`src/rtl/oled_pkg.sv`:
```
// oled_pkg: shared constants and types for the OLED screen compositor.
//   OLED_W / OLED_H / PIX_CNT : panel geometry (96x64, row-major pixel index)
//   PIX_W                     : pixel_index width
//   COL_W                     : column index width (also width of the wipe bound)
//   BLACK                     : colour shown for out-of-range pixel indices
//   chan_state_t              : per-display channel state (IDLE, WIPE)
package oled_pkg;
  localparam int OLED_W  = 96;
  localparam int OLED_H  = 64;
  localparam int PIX_CNT = 6144;
  localparam int PIX_W   = 13;
  localparam int COL_W   = 7;
  localparam logic [15:0] BLACK = 16'h0000;

  typedef enum logic {IDLE = 1'b0, WIPE = 1'b1} chan_state_t;
endpackage

```
`src/rtl/oled_wipe_channel.sv`:
```
// oled_wipe_channel: one display's source selection.
//   Captures the requested source (ignoring out-of-range selects), swaps the
//   displayed source only on frame_begin, and with OLED_WIPE_EN defined plays a
//   left-to-right column wipe from the old source to the new one.
// Ports:
//   clk, rst_n    clock, asynchronous active-low reset
//   frame_begin   1-cycle frame start pulse
//   col           current pixel column (only with OLED_WIPE_EN)
//   sel           requested source index
//   src           packed sources, source k = src[16k+15:16k]
//   pix           combinational pixel colour for the current column
//   busy          1 while this channel is wiping
// Build option: OLED_WIPE_EN (undefined = immediate tear-free cut, busy = 0).
module oled_wipe_channel
  import oled_pkg::*;
#(
  parameter int N_SRC    = 8,
  parameter int SEL_W    = 4,
  parameter int COL_STEP = 12
) (
  input  logic               clk,
  input  logic               rst_n,
  input  logic               frame_begin,
`ifdef OLED_WIPE_EN
  input  logic [COL_W-1:0]   col,
`endif
  input  logic [SEL_W-1:0]   sel,
  input  logic [N_SRC*16-1:0] src,
  output logic [15:0]        pix,
  output logic               busy
);
  // Table covers every select code so the mux index width matches exactly;
  // codes >= N_SRC are never captured, their BLACK entries are unreachable.
  localparam int N_SLOT = 2 ** SEL_W;
  logic [15:0] src_arr [N_SLOT];

  for (genvar gi = 0; gi < N_SLOT; gi++) begin : g_src
    if (gi < N_SRC) begin : g_used
      assign src_arr[gi] = src[16*gi +: 16];
    end else begin : g_unused
      assign src_arr[gi] = BLACK;
    end
  end

  logic sel_ok;
  assign sel_ok = ({1'b0, sel} < (SEL_W+1)'(N_SRC));

  logic [SEL_W-1:0] pend_reg, pend_next;
  logic [SEL_W-1:0] cur_reg, cur_next;

`ifdef OLED_WIPE_EN
  chan_state_t      state_reg, state_next;
  logic [SEL_W-1:0] old_reg, old_next;
  logic [COL_W-1:0] bound_reg, bound_next;
  logic [COL_W:0]   bound_sum;

  // One bit wider than bound so the end-of-wipe test never wraps.
  assign bound_sum = {1'b0, bound_reg} + (COL_W+1)'(COL_STEP);

  always_ff @(posedge clk or negedge rst_n) begin
    if (!rst_n) begin
      state_reg <= IDLE;
      pend_reg  <= '0;
      cur_reg   <= '0;
      old_reg   <= '0;
      bound_reg <= '0;
    end else begin
      state_reg <= state_next;
      pend_reg  <= pend_next;
      cur_reg   <= cur_next;
      old_reg   <= old_next;
      bound_reg <= bound_next;
    end
  end

  always_comb begin
    state_next = state_reg;
    cur_next   = cur_reg;
    old_next   = old_reg;
    bound_next = bound_reg;
    pend_next  = sel_ok ? sel : pend_reg;
    if (frame_begin) begin
      case (state_reg)
        IDLE: begin
          if (pend_reg != cur_reg) begin
            old_next   = cur_reg;
            cur_next   = pend_reg;
            bound_next = COL_W'(COL_STEP);
            state_next = WIPE;
          end
        end
        WIPE: begin
          // Requests arriving mid-wipe wait in pend until we are back in IDLE.
          if (bound_sum >= (COL_W+1)'(OLED_W)) begin
            state_next = IDLE;
            bound_next = '0;
          end else begin
            bound_next = bound_sum[COL_W-1:0];
          end
        end
        default: state_next = IDLE;
      endcase
    end
  end

  assign pix  = (state_reg == WIPE && col >= bound_reg) ? src_arr[old_reg]
                                                        : src_arr[cur_reg];
  assign busy = (state_reg == WIPE);
`else
  always_ff @(posedge clk or negedge rst_n) begin
    if (!rst_n) begin
      pend_reg <= '0;
      cur_reg  <= '0;
    end else begin
      pend_reg <= pend_next;
      cur_reg  <= cur_next;
    end
  end

  always_comb begin
    pend_next = sel_ok ? sel : pend_reg;
    cur_next  = cur_reg;
    if (frame_begin && pend_reg != cur_reg) begin
      cur_next = pend_reg;
    end
  end

  assign pix  = src_arr[cur_reg];
  assign busy = 1'b0;
`endif
endmodule

```
`src/rtl/oled_screen_compositor.sv`:
```
// oled_screen_compositor: picks one of N_SRC RGB565 screen sources for each of
// the top and bottom OLEDs, swapping only at frame boundaries.
// Ports:
//   clk, rst_n             clock, asynchronous active-low reset
//   frame_begin            1-cycle pulse at frame start
//   pixel_index            current pixel, row-major 96x64
//   sel_top, sel_bot       requested source per display (out-of-range ignored)
//   src_top, src_bot       packed sources, source k = [16k+15:16k]
//   oled_data_top/_bot     registered pixel colour (1 clk after pixel_index)
//   busy                   1 while either display is wiping
// Build option: OLED_WIPE_EN enables the column wipe between screens.
module oled_screen_compositor
  import oled_pkg::*;
#(
  parameter int N_SRC    = 8,
  parameter int SEL_W    = 4,
  parameter int COL_STEP = 12
) (
  input  logic                clk,
  input  logic                rst_n,
  input  logic                frame_begin,
  input  logic [12:0]         pixel_index,
  input  logic [SEL_W-1:0]    sel_top,
  input  logic [SEL_W-1:0]    sel_bot,
  input  logic [N_SRC*16-1:0] src_top,
  input  logic [N_SRC*16-1:0] src_bot,
  output logic [15:0]         oled_data_top,
  output logic [15:0]         oled_data_bot,
  output logic                busy
);
  logic [15:0] pix_top, pix_bot;
  logic        busy_top, busy_bot;
  logic        pix_valid;

  assign pix_valid = (pixel_index < PIX_W'(PIX_CNT));

`ifdef OLED_WIPE_EN
  logic [COL_W-1:0] col;
  assign col = COL_W'(pixel_index % PIX_W'(OLED_W));
`endif

  oled_wipe_channel #(.N_SRC(N_SRC), .SEL_W(SEL_W), .COL_STEP(COL_STEP)) u_top (
    .clk         (clk),
    .rst_n       (rst_n),
    .frame_begin (frame_begin),
`ifdef OLED_WIPE_EN
    .col         (col),
`endif
    .sel         (sel_top),
    .src         (src_top),
    .pix         (pix_top),
    .busy        (busy_top)
  );

  oled_wipe_channel #(.N_SRC(N_SRC), .SEL_W(SEL_W), .COL_STEP(COL_STEP)) u_bot (
    .clk         (clk),
    .rst_n       (rst_n),
    .frame_begin (frame_begin),
`ifdef OLED_WIPE_EN
    .col         (col),
`endif
    .sel         (sel_bot),
    .src         (src_bot),
    .pix         (pix_bot),
    .busy        (busy_bot)
  );

  always_ff @(posedge clk or negedge rst_n) begin
    if (!rst_n) begin
      oled_data_top <= BLACK;
      oled_data_bot <= BLACK;
    end else begin
      oled_data_top <= pix_valid ? pix_top : BLACK;
      oled_data_bot <= pix_valid ? pix_bot : BLACK;
    end
  end

  assign busy = busy_top | busy_bot;
endmodule
```
`config.mk`:
```
export PLATFORM = sky130hd
export DESIGN_NAME = oled_screen_compositor
export DESIGN_NICKNAME = d
export VERILOG_FILES = /design/src/rtl/oled_pkg.sv /design/src/rtl/oled_wipe_channel.sv /design/src/rtl/oled_screen_compositor.sv
export SDC_FILE = /design/constraint.sdc
export NUM_CORES = 1
export LEC_CHECK = 0
export CAP_MARGIN = 20
export CORE_AREA = 5 5 117 119
export CTS_BUF_LIST = sky130_fd_sc_hd__clkbuf_8
export CTS_CLUSTER_DIAMETER = 60
export DETAILED_ROUTE_END_ITERATION = 10
export DIE_AREA = 0 0 122 124
export HOLD_SLACK_MARGIN = 0.12
export PLACE_DENSITY_LB_ADDON = 0.1
export SYNTH_ARGS = -nofsm -noshare
export SYNTH_HDL_FRONTEND = slang
export SYNTH_SLANG_ARGS = --single-unit
```
`constraint.sdc`:
```
create_clock -name clk -period 1.9 [get_ports clk]
set_clock_uncertainty 0.15 [all_clocks]
set_input_delay 0.285 -clock clk [delete_from_list [all_inputs] [get_ports clk]]
set_output_delay 0.285 -clock clk [all_outputs]
set_load 0.03 [all_outputs]
```
* After elaboration in Yosys (flattened, before gate mapping)
Index checks and enable logic that the tools add are counted.
Operators by class: order comparisons 5, equal/unequal tests 2, multiplexer cells 8, bitwise logic cells 2, reductions and logical operators 2
Operators by type and width (count):
- $bmux W16 S4 | 2
- $mux W16 | 6
- $lt A13 B13 Y1 const B | 1
- $ge A5 B5 Y1 const B | 2
- $not A4 Y5 | 2
- $lt A4 B4 Y1 const B | 2
- $ne A4 B4 Y1 | 2
- $logic_and A1 B1 Y1 | 2
Storage, ports and cells: bits in registers 48, bits of input ports 280, output and inout port bits 33, word-level logic and storage cells 25

* Depth between registers and ports, before layout
Gate-level depths: netlist of run 1.
depth in word-level cells 5, gate-level depth with buffers 5

* Hierarchy
From an unflattened synthesis of run 1, not the netlist that was laid out.
Unflattened totals: cell total of the unflattened synthesis 335, area, all modules 3856.2 µm²
By module, submodules not included:
- oled_wipe_channel | instances 2, cells an instance 132, area each 1376.3 µm², sequential area each 200.2 µm²
- oled_screen_compositor | instances 1, cells an instance 71, area each 1103.6 µm², sequential area each 800.8 µm²

* Worst setup path after synthesis of run 1
Ideal clock, no wire load.
path kind register -> register, from register u_top.cur_reg[1], to register oled_data_top[12], arrival time 1144 ps, setup slack 477 ps, cell stages (with the launch flop) 6, buffers on the path 2, cells stage by stage dfrtp_1 -> buf_6 -> buf_6 -> mux2_1 -> o22ai_1 -> nor3_2
On the way: word-level cells in the longest chain between the ends 5
Ends and longest elaborated chain:
- from (decl) | RTL line oled_wipe_channel.sv:49 | logic [SEL_W-1:0] cur_reg, cur_next;
- from (signal assigned) | RTL line oled_wipe_channel.sv:116 | cur_reg <= cur_next;
- $not A4 Y5 (implied by the code) | RTL line oled_wipe_channel.sv:128 | assign pix = src_arr[cur_reg];
- $bmux W16 S4 | RTL line oled_wipe_channel.sv:128
- $mux W16 (implied by the code) (2 in a row) | RTL line oled_wipe_channel.sv:128
- $mux W16 | RTL line oled_screen_compositor.sv:73 | oled_data_top <= pix_valid ? pix_top : BLACK;
- to (signal assigned) | RTL line oled_screen_compositor.sv:73
- to (decl) | RTL line oled_screen_compositor.sv:27 | output logic [15:0] oled_data_top,
No other way between the ends. The select of a mux whose other input is x is not followed. A chain may end at the register's enable or synchronous reset.

* Worst setup path after layout of run 1
from register oled_data_bot[4], to output port oled_data_bot[4]
RTL lines:
- from (decl) | RTL line oled_screen_compositor.sv:28 | output logic [15:0] oled_data_bot,
- from (signal assigned) | RTL line oled_screen_compositor.sv:74 | oled_data_bot <= pix_valid ? pix_bot : BLACK;
No word-level cell between the ends.

==> results of run 1 <==
-- layout by cell type (no fill, tap or decap), types with 11 or more instances in the layout --
| cell | count |
|---|---|
| clkdlybuf4s50_1 | 299 |
| mux2_1 | 64 |
| dfrtp_1 | 46 |
| nor2b_1 | 32 |
| a211oi_1 | 32 |
| o22ai_1 | 28 |
| mux2_2 | 26 |
| nor3_1 | 21 |
| mux2_4 | 20 |
| o21ai_1 | 16 |
| o21ai_0 | 16 |
| buf_4 | 14 |
| nor3_2 | 11 |
-- per-stage QoR --
stage | instances | util [%]
after global routing | 829 | 57.57
after CTS | 829 | 57.57
after detailed placement | 821 | 56.46
final | 829 | 57.57
after global placement | 821 | 56.46
after floorplan | 367 | -
-- logic make-up after synthesis --
kind of cell | count (synthesis) | synth area share (%)
mux | 110 | 33.59
compound gates | 98 | 16.44
flops | 48 | 30.71
other cells | 1 | 0.09588
simple gates | 74 | 12.09
buf+inv | 36 | 7.070
-- path summary, 6_finish.rpt --
path,from,end,slack (ns),depth (start not counted)
min,rst_n,oled_data_bot[2]$_DFF_PN0_,0.31,2
max reg2reg,u_bot.cur_reg[1]$_DFFE_PN0P_,oled_data_bot[11]$_DFF_PN0_,0.13,4
min reg2reg,u_bot.pend_reg[3]$_DFFE_PN0N_,u_bot.pend_reg[3]$_DFFE_PN0N_,0.35,1
min in group clk,u_bot.pend_reg[3]$_DFFE_PN0N_,u_bot.pend_reg[3]$_DFFE_PN0N_,0.35,1
max,oled_data_bot[4]$_DFF_PN0_,oled_data_bot[4],0.08,1
max in group asynchronous,rst_n,u_top.cur_reg[1]$_DFFE_PN0P_,0.64,3
-- power breakdown --
part / switching [mW] / leakage (nW) / internal (mW)
Combinational: 1.12 / 2.09 / 1.35
Sequential: 0.101 / 0.578 / 1.22
Clock: 0.344 / 0.0642 / 0.518
-- layout make-up --
| class | instances | area share [%] |
|---|---|---|
| Sequential cell | 48 | 16.81 |
| Clock inverter | 2 | 0.8368 |
| Timing Repair Buffer | 319 | 44.49 |
| Multi-Input combinational cell | 283 | 33.91 |
| Clock buffer | 5 | 0.9589 |
| Tap cell | 172 | 2.999 |
-- repair_timing --
action | CTS | global route
setup endpoints to repair | 0 | 0
endpoints found under the hold margin | 19 | 0
hold buffers | 1 | 0
-- per-layer routing --
layer	up-vias	GRT usage, %	share of wire (%)
met5	-	0	0
met4	0	4.482	1.3
met3	12	7.266	11
met2	207	36.95	51
met1	1842	21.73	37
li1	1955	-	-
==> summary.md, run 1 <==
| Metric | Value |
|---|---|
| Residual DRC count | 0 |
| Final worst path period need | 1.819 ns |
| CTS tree | yes |
| RSZ-0062 raised after global routing | no |
| Crit path max-delay family | buffers and inverters |
| Count leader, synth | mux2_1 |
| Gr usage total | 19.93% |
| Placeable core region | 12,470 um2 |
| Die height | 124 um |
| Fin Hold WS | 0.3150 ns |
| Status | finished, final reports clean |
| Ant diodes | 0 |
| Detailed Routing Iterations Pass 1 | 4 |
| Final period util | between 90% and 100% |
| Mapped Area | 3911 um2 |
| Placed Area | 7038 um2 |
| Die Footprint | roughly 15,000 um2 |
| Site row count | 41 |
| Sequential area share after synthesis | 30.71% |
| DR WL/cell | 18.74 um |
| Vias per cell | 4.844 |
| Die width | ~120 um |
| Area Growth Syn to Fin | 83.49% |
| WP buf/inv | 1 |
| Area contributors post-synth | dfrtp_1 (31%), mux2_1 (18%), mux2_4 (7.7%) |
| Hold WC Path Type | in2async |
| CTS Buffer Depth | 2 |
| Area share of the largest cell type after synthesis | 30.71% |
| Relative slew margins | 55.80% |
| Static Leakage | 2.737 nW |
| Yosys reg bits | 48 |
| Final WS setup | 0.08087 ns |
| WP data arrival | 1.38 ns |
| Pwr dens | 648.0 nW/um2 |
| Largest net degree at the start of global routing | 22 |
| Worst-margin pin slew | 0.6615 ns |
| Total congestion overflow | 0 |
| Post-DRT Antenna Nets | 0 |
| # setup viols final | 0 |
| Crit path max fanout | 1 |
| Crit path capture type | primary output |
| Gates resized, CTS repair | 0 |
| Worst skew pair latency | 0.30 ns |
| DP Worst Slack | ~0.16 ns |
| Root Driver | clkbuf_8 |
| DP HPWL | 13,230 um |
| Vias in the first global route | 4,417 |
| Top Registers | oled_data_bot (16), oled_data_top (16) |
| Max-slew violation count | 0 |
| Routed wire length | roughly 16,000 um |
| Setup CP Type | reg2out |
| Detailed Route Iter0 Violations | 92 |
| Fill cells | roughly 1,100 |
| H-tree depth | 2 |
| Gate count of the mapped netlist | roughly 370 |
| EDFF count, synth | 0 |
| CP peak stage delay | 0.76 ns |
| Synth unique cells | 23 |
| I/O pin count | 313 |
| Main synth FF type | dfrtp_1 |
| Setup tns final | 0 ns |
| Share of post-route cells with drive strength above 1 | 13.85% |
| Synth top cells by count | mux2_1 (64), dfrtp_1 (48), a211oi_1 (32), nor2b_1 (32), o22ai_1 (28) |
| Area of the multi-input gates | 2434 um2 |
| Max VDD drop | 0.3356 mV |
| Starting Density | 31.38% |
| Fin area | 7177 um2 |
| Post-synthesis async set-or-reset flop share | 100.0% |
| Slowest CP cell | clkdlybuf4s50_1 |
| Setup Buffers After CTS | 0 |
| Largest area contributor in the netlist | dfrtp_1 |
| Port Buffers | 300 |
| Via count | roughly 4,000 |
| Routability cong. | 0.8221 |
| Fmax | 549.7 MHz |
| Initial antenna violation count | 0 |
| CTS sink count | 48 |
| CP required | between 1 and 1.5 ns |
| Number of max-cap violations | 0 |
| CTS clk-pin slew, worst paths | around 0.09 ns |
| Yosys warns | 0 |
| Inserted Clock Buffers | 5 |
| Final Hold Viols | 0 |
| Tot Pwr | about 4.7 mW |
| Nets | 937 |
| Syn nets | 647 |
| Register Area | 1206 um2 |
| Crit-path cells | clkdlybuf4s50_1 |
| Startpoint type of the worst setup path | flip-flop |
| Post-Syn Area per Cell | 10.66 um2 |
| First-pass GRT wire length | roughly 24,000 um |
Power figures use the tool's default switching activity.
==> run 2: changes to the inputs <==
RECOVER_POWER = 100   (was not set)
==> summary.md, run 2 (synthesized netlist as in run 1, its figures left out) <==
| Metric | Value |
|---|---|
| CTS clk-pin slew, worst paths | 0.09 ns (about the same) |
| Tot Pwr | 4.574 mW (-1.7%) |
| Fill cells | 1,135 (+0.44%) |
| Crit path capture type | primary output |
| Final worst path period need | 1.836 ns (+0.01646 ns) |
| Most frequent cells in the layout | clkdlybuf4s50_1 (269), mux2_1 (65), dfrtp_1 (46) |
| Routability cong. | 0.8221 (unchanged) |
| Max-slew violation count | 0 (unchanged) |
| Setup tns final | 0 ns (unchanged) |
| Post-DRT Antenna Nets | 0 (unchanged) |
| Total congestion overflow | 0 (unchanged) |
| Residual DRC count | 0 (unchanged) |
| WP buf/inv | 1 (unchanged) |
| First-pass GRT wire length | 23,500 um (unchanged) |
| CTS sink count | 48 (unchanged) |
| Register Area | 1206 um2 (unchanged) |
| Final period util | 96.61% (+0.87 points) |
| Inserted Clock Buffers | 5 (unchanged) |
| Detailed Route Iter0 Violations | 101 (+9.8%) |
| Setup CP Type | reg2out |
| Slowest CP cell | dlygate4sd3_1 |
| H-tree depth | 2 (unchanged) |
| DR WL/cell | 18.76 um (about the same) |
| Relative slew margins | 56.18% (+0.38 points) |
| Static Leakage | 2.750 nW (+0.49%) |
| Sequential Power Share | 28.7% (+0.3 points) |
| Area Growth Syn to Fin | 82.89% |
| CTS Buffer Depth | 2 (unchanged) |
| Ant diodes | 0 (unchanged) |
| Hold WC Path Type | in2async |
| Die Footprint | 15,130 um2 (unchanged) |
| Most common cell after layout, fill and taps aside | clkdlybuf4s50_1 |
| CP peak stage delay | 0.76 ns (about the same) |
| # setup viols final | 0 (unchanged) |
| Crit path max-delay family | buffers and inverters |
| Placeable core region | 12,470 um2 (unchanged) |
| Setup Buffers After CTS | 0 (unchanged) |
| Nets | 937 (unchanged) |
| RR Startpoint | u_bot.cur_reg[1]$_DFFE_PN0P_ |
| Gr usage total | 19.93% (unchanged) |
| Die height | 124 um (unchanged) |
| Crit path max fanout | 1 (unchanged) |
| Pwr dens | 639.4 nW/um2 (-1.3%) |
| Top Registers | oled_data_bot (16), oled_data_top (16) |
| Initial antenna violation count | 0 (unchanged) |
| Detailed Routing Iterations Pass 1 | 4 (unchanged) |
| Switching share of total power | 33.95% (+0.32 points) |
| # placed instances | 821 (unchanged) |
| Switching power | 1.553 mW (-0.71%) |
| Vias in the first global route | 4,417 (unchanged) |
| Fmax | 544.8 MHz (-0.90%) |
| Final Hold Viols | 0 (unchanged) |
| DP HPWL | 13,230 um (unchanged) |
| Vias per cell | 4.821 (-0.47%) |
| Worst setup path start | oled_data_top[3]$_DFF_PN0_ |
| Area of the multi-input gates | 2422 um2 (-0.46%) |
| Minimum setup slack among reg-to-reg paths | 0.12 ns (about the same) |
| Final Util | 57.38% (-0.19 points) |
| Internal | 3.021 mW (-2.1%) |
| Starting Density | 31.38% (unchanged) |
| Worst skew pair latency | 0.30 ns (about the same) |
| Status | finished, final reports clean |
| Number of max-cap violations | 0 (unchanged) |
| CP required | 1.46 ns (about the same) |
| Port Buffers | 300 (unchanged) |
| Routed wire length | 15,550 um (about the same) |
| Startpoint type of the worst setup path | flip-flop |
| Clk pwr share | 18.8% (+0.3 points) |
| Share of post-route cells with drive strength above 1 | 13.39% (-0.46 points) |
| Worst-margin pin slew | 0.6557 ns (-0.005727 ns) |
| Site row count | 41 (unchanged) |
| Largest net degree at the start of global routing | 22 (unchanged) |
| Die width | 122 um (unchanged) |
| RSZ-0062 raised after global routing | no |
| Layout Cells excl Fill | 829 (unchanged) |
| Max VDD drop | 0.3345 mV (-0.31%) |
| Via count | 3,997 (-0.47%) |
| WP data arrival | 1.40 ns (+0.02 ns) |
| CTS tree | yes |
| Crit-path cells | dlygate4sd3_1 |
| Root Driver | clkbuf_8 |
| Gate power share | 52.5% (-0.6 points) |
| I/O pin count | 313 (unchanged) |
run 2: cell types whose count changed in the layout (fill, tap and decap cells not counted), moves of 2 or more:
cell	before	now
dlygate4sd3_1	1	31
clkbuf_2	0	5
buf_4	14	9
o21ai_0	16	18
clkdlybuf4s50_1	299	269
o21ai_1	16	14
run 2: power groups by stage:
stage	combinational, mW	sequential (mW)	clock, mW
2_1_floorplan	1.06	1.65	0
3_3_place_gp	2.48	1.34	0
3_5_place_dp	2.50	1.34	0
4_1_cts	2.51	1.32	0.892
5_1_grt	2.58	1.34	0.925
6_report	2.40	1.31	0.862
run 2: routing by layer:
metal  vias to the layer above  global-route usage, %  share of wire (%)
met4                         0                  4.482                1.3
met3                        12                  7.266                 11
li1                       1955                      -                  -
met1                      1823                  21.73                 37
met5                         -                      0                  0
met2                       207                  36.95                 51
run 2: layout make-up:
class                      instances  area share [%]
clock buffer                       5          0.9620
clock inverter                     2          0.8396
multi-input combinational        283           33.86
sequential                        48           16.86
tap                              172           3.009
timing repair buffer             319           44.46
run 2: per-stage QoR:
step	hold slack, ns	instance area [um2]	setup slack (ns)
2_1_floorplan	-0.1606	3911	0.4773
3_3_place_gp	0.1104	7038	0.1934
3_5_place_dp	0.1133	7038	0.1614
4_1_cts	0.3133	7177	0.02519
5_1_grt	0.3555	7153	0.009796
6_report	0.3147	7153	0.06441
run 2: timing repair:
action	CTS	global route
resized for setup	0	0
endpoints found under the hold margin	19	0
hold buffers	1	0
run 2: worst paths after layout:
check                                                 to  cells after the start
setup / recovery                        oled_data_top[3]                      1
hold / removal                oled_data_bot[2]$_DFF_PN0_                      2
setup reg to reg              oled_data_bot[3]$_DFF_PN0_                      4
hold reg to reg            u_bot.pend_reg[3]$_DFFE_PN0N_                      1
max in group asynchronous   u_top.cur_reg[1]$_DFFE_PN0P_                      3
min in group clk           u_bot.pend_reg[3]$_DFFE_PN0N_                      1
==> run 3: changes to the inputs <==
CAP_MARGIN = not set   (was 20)
==> results of run 3 <==
Final layout, timing and power as in run 2 (identical DEF).
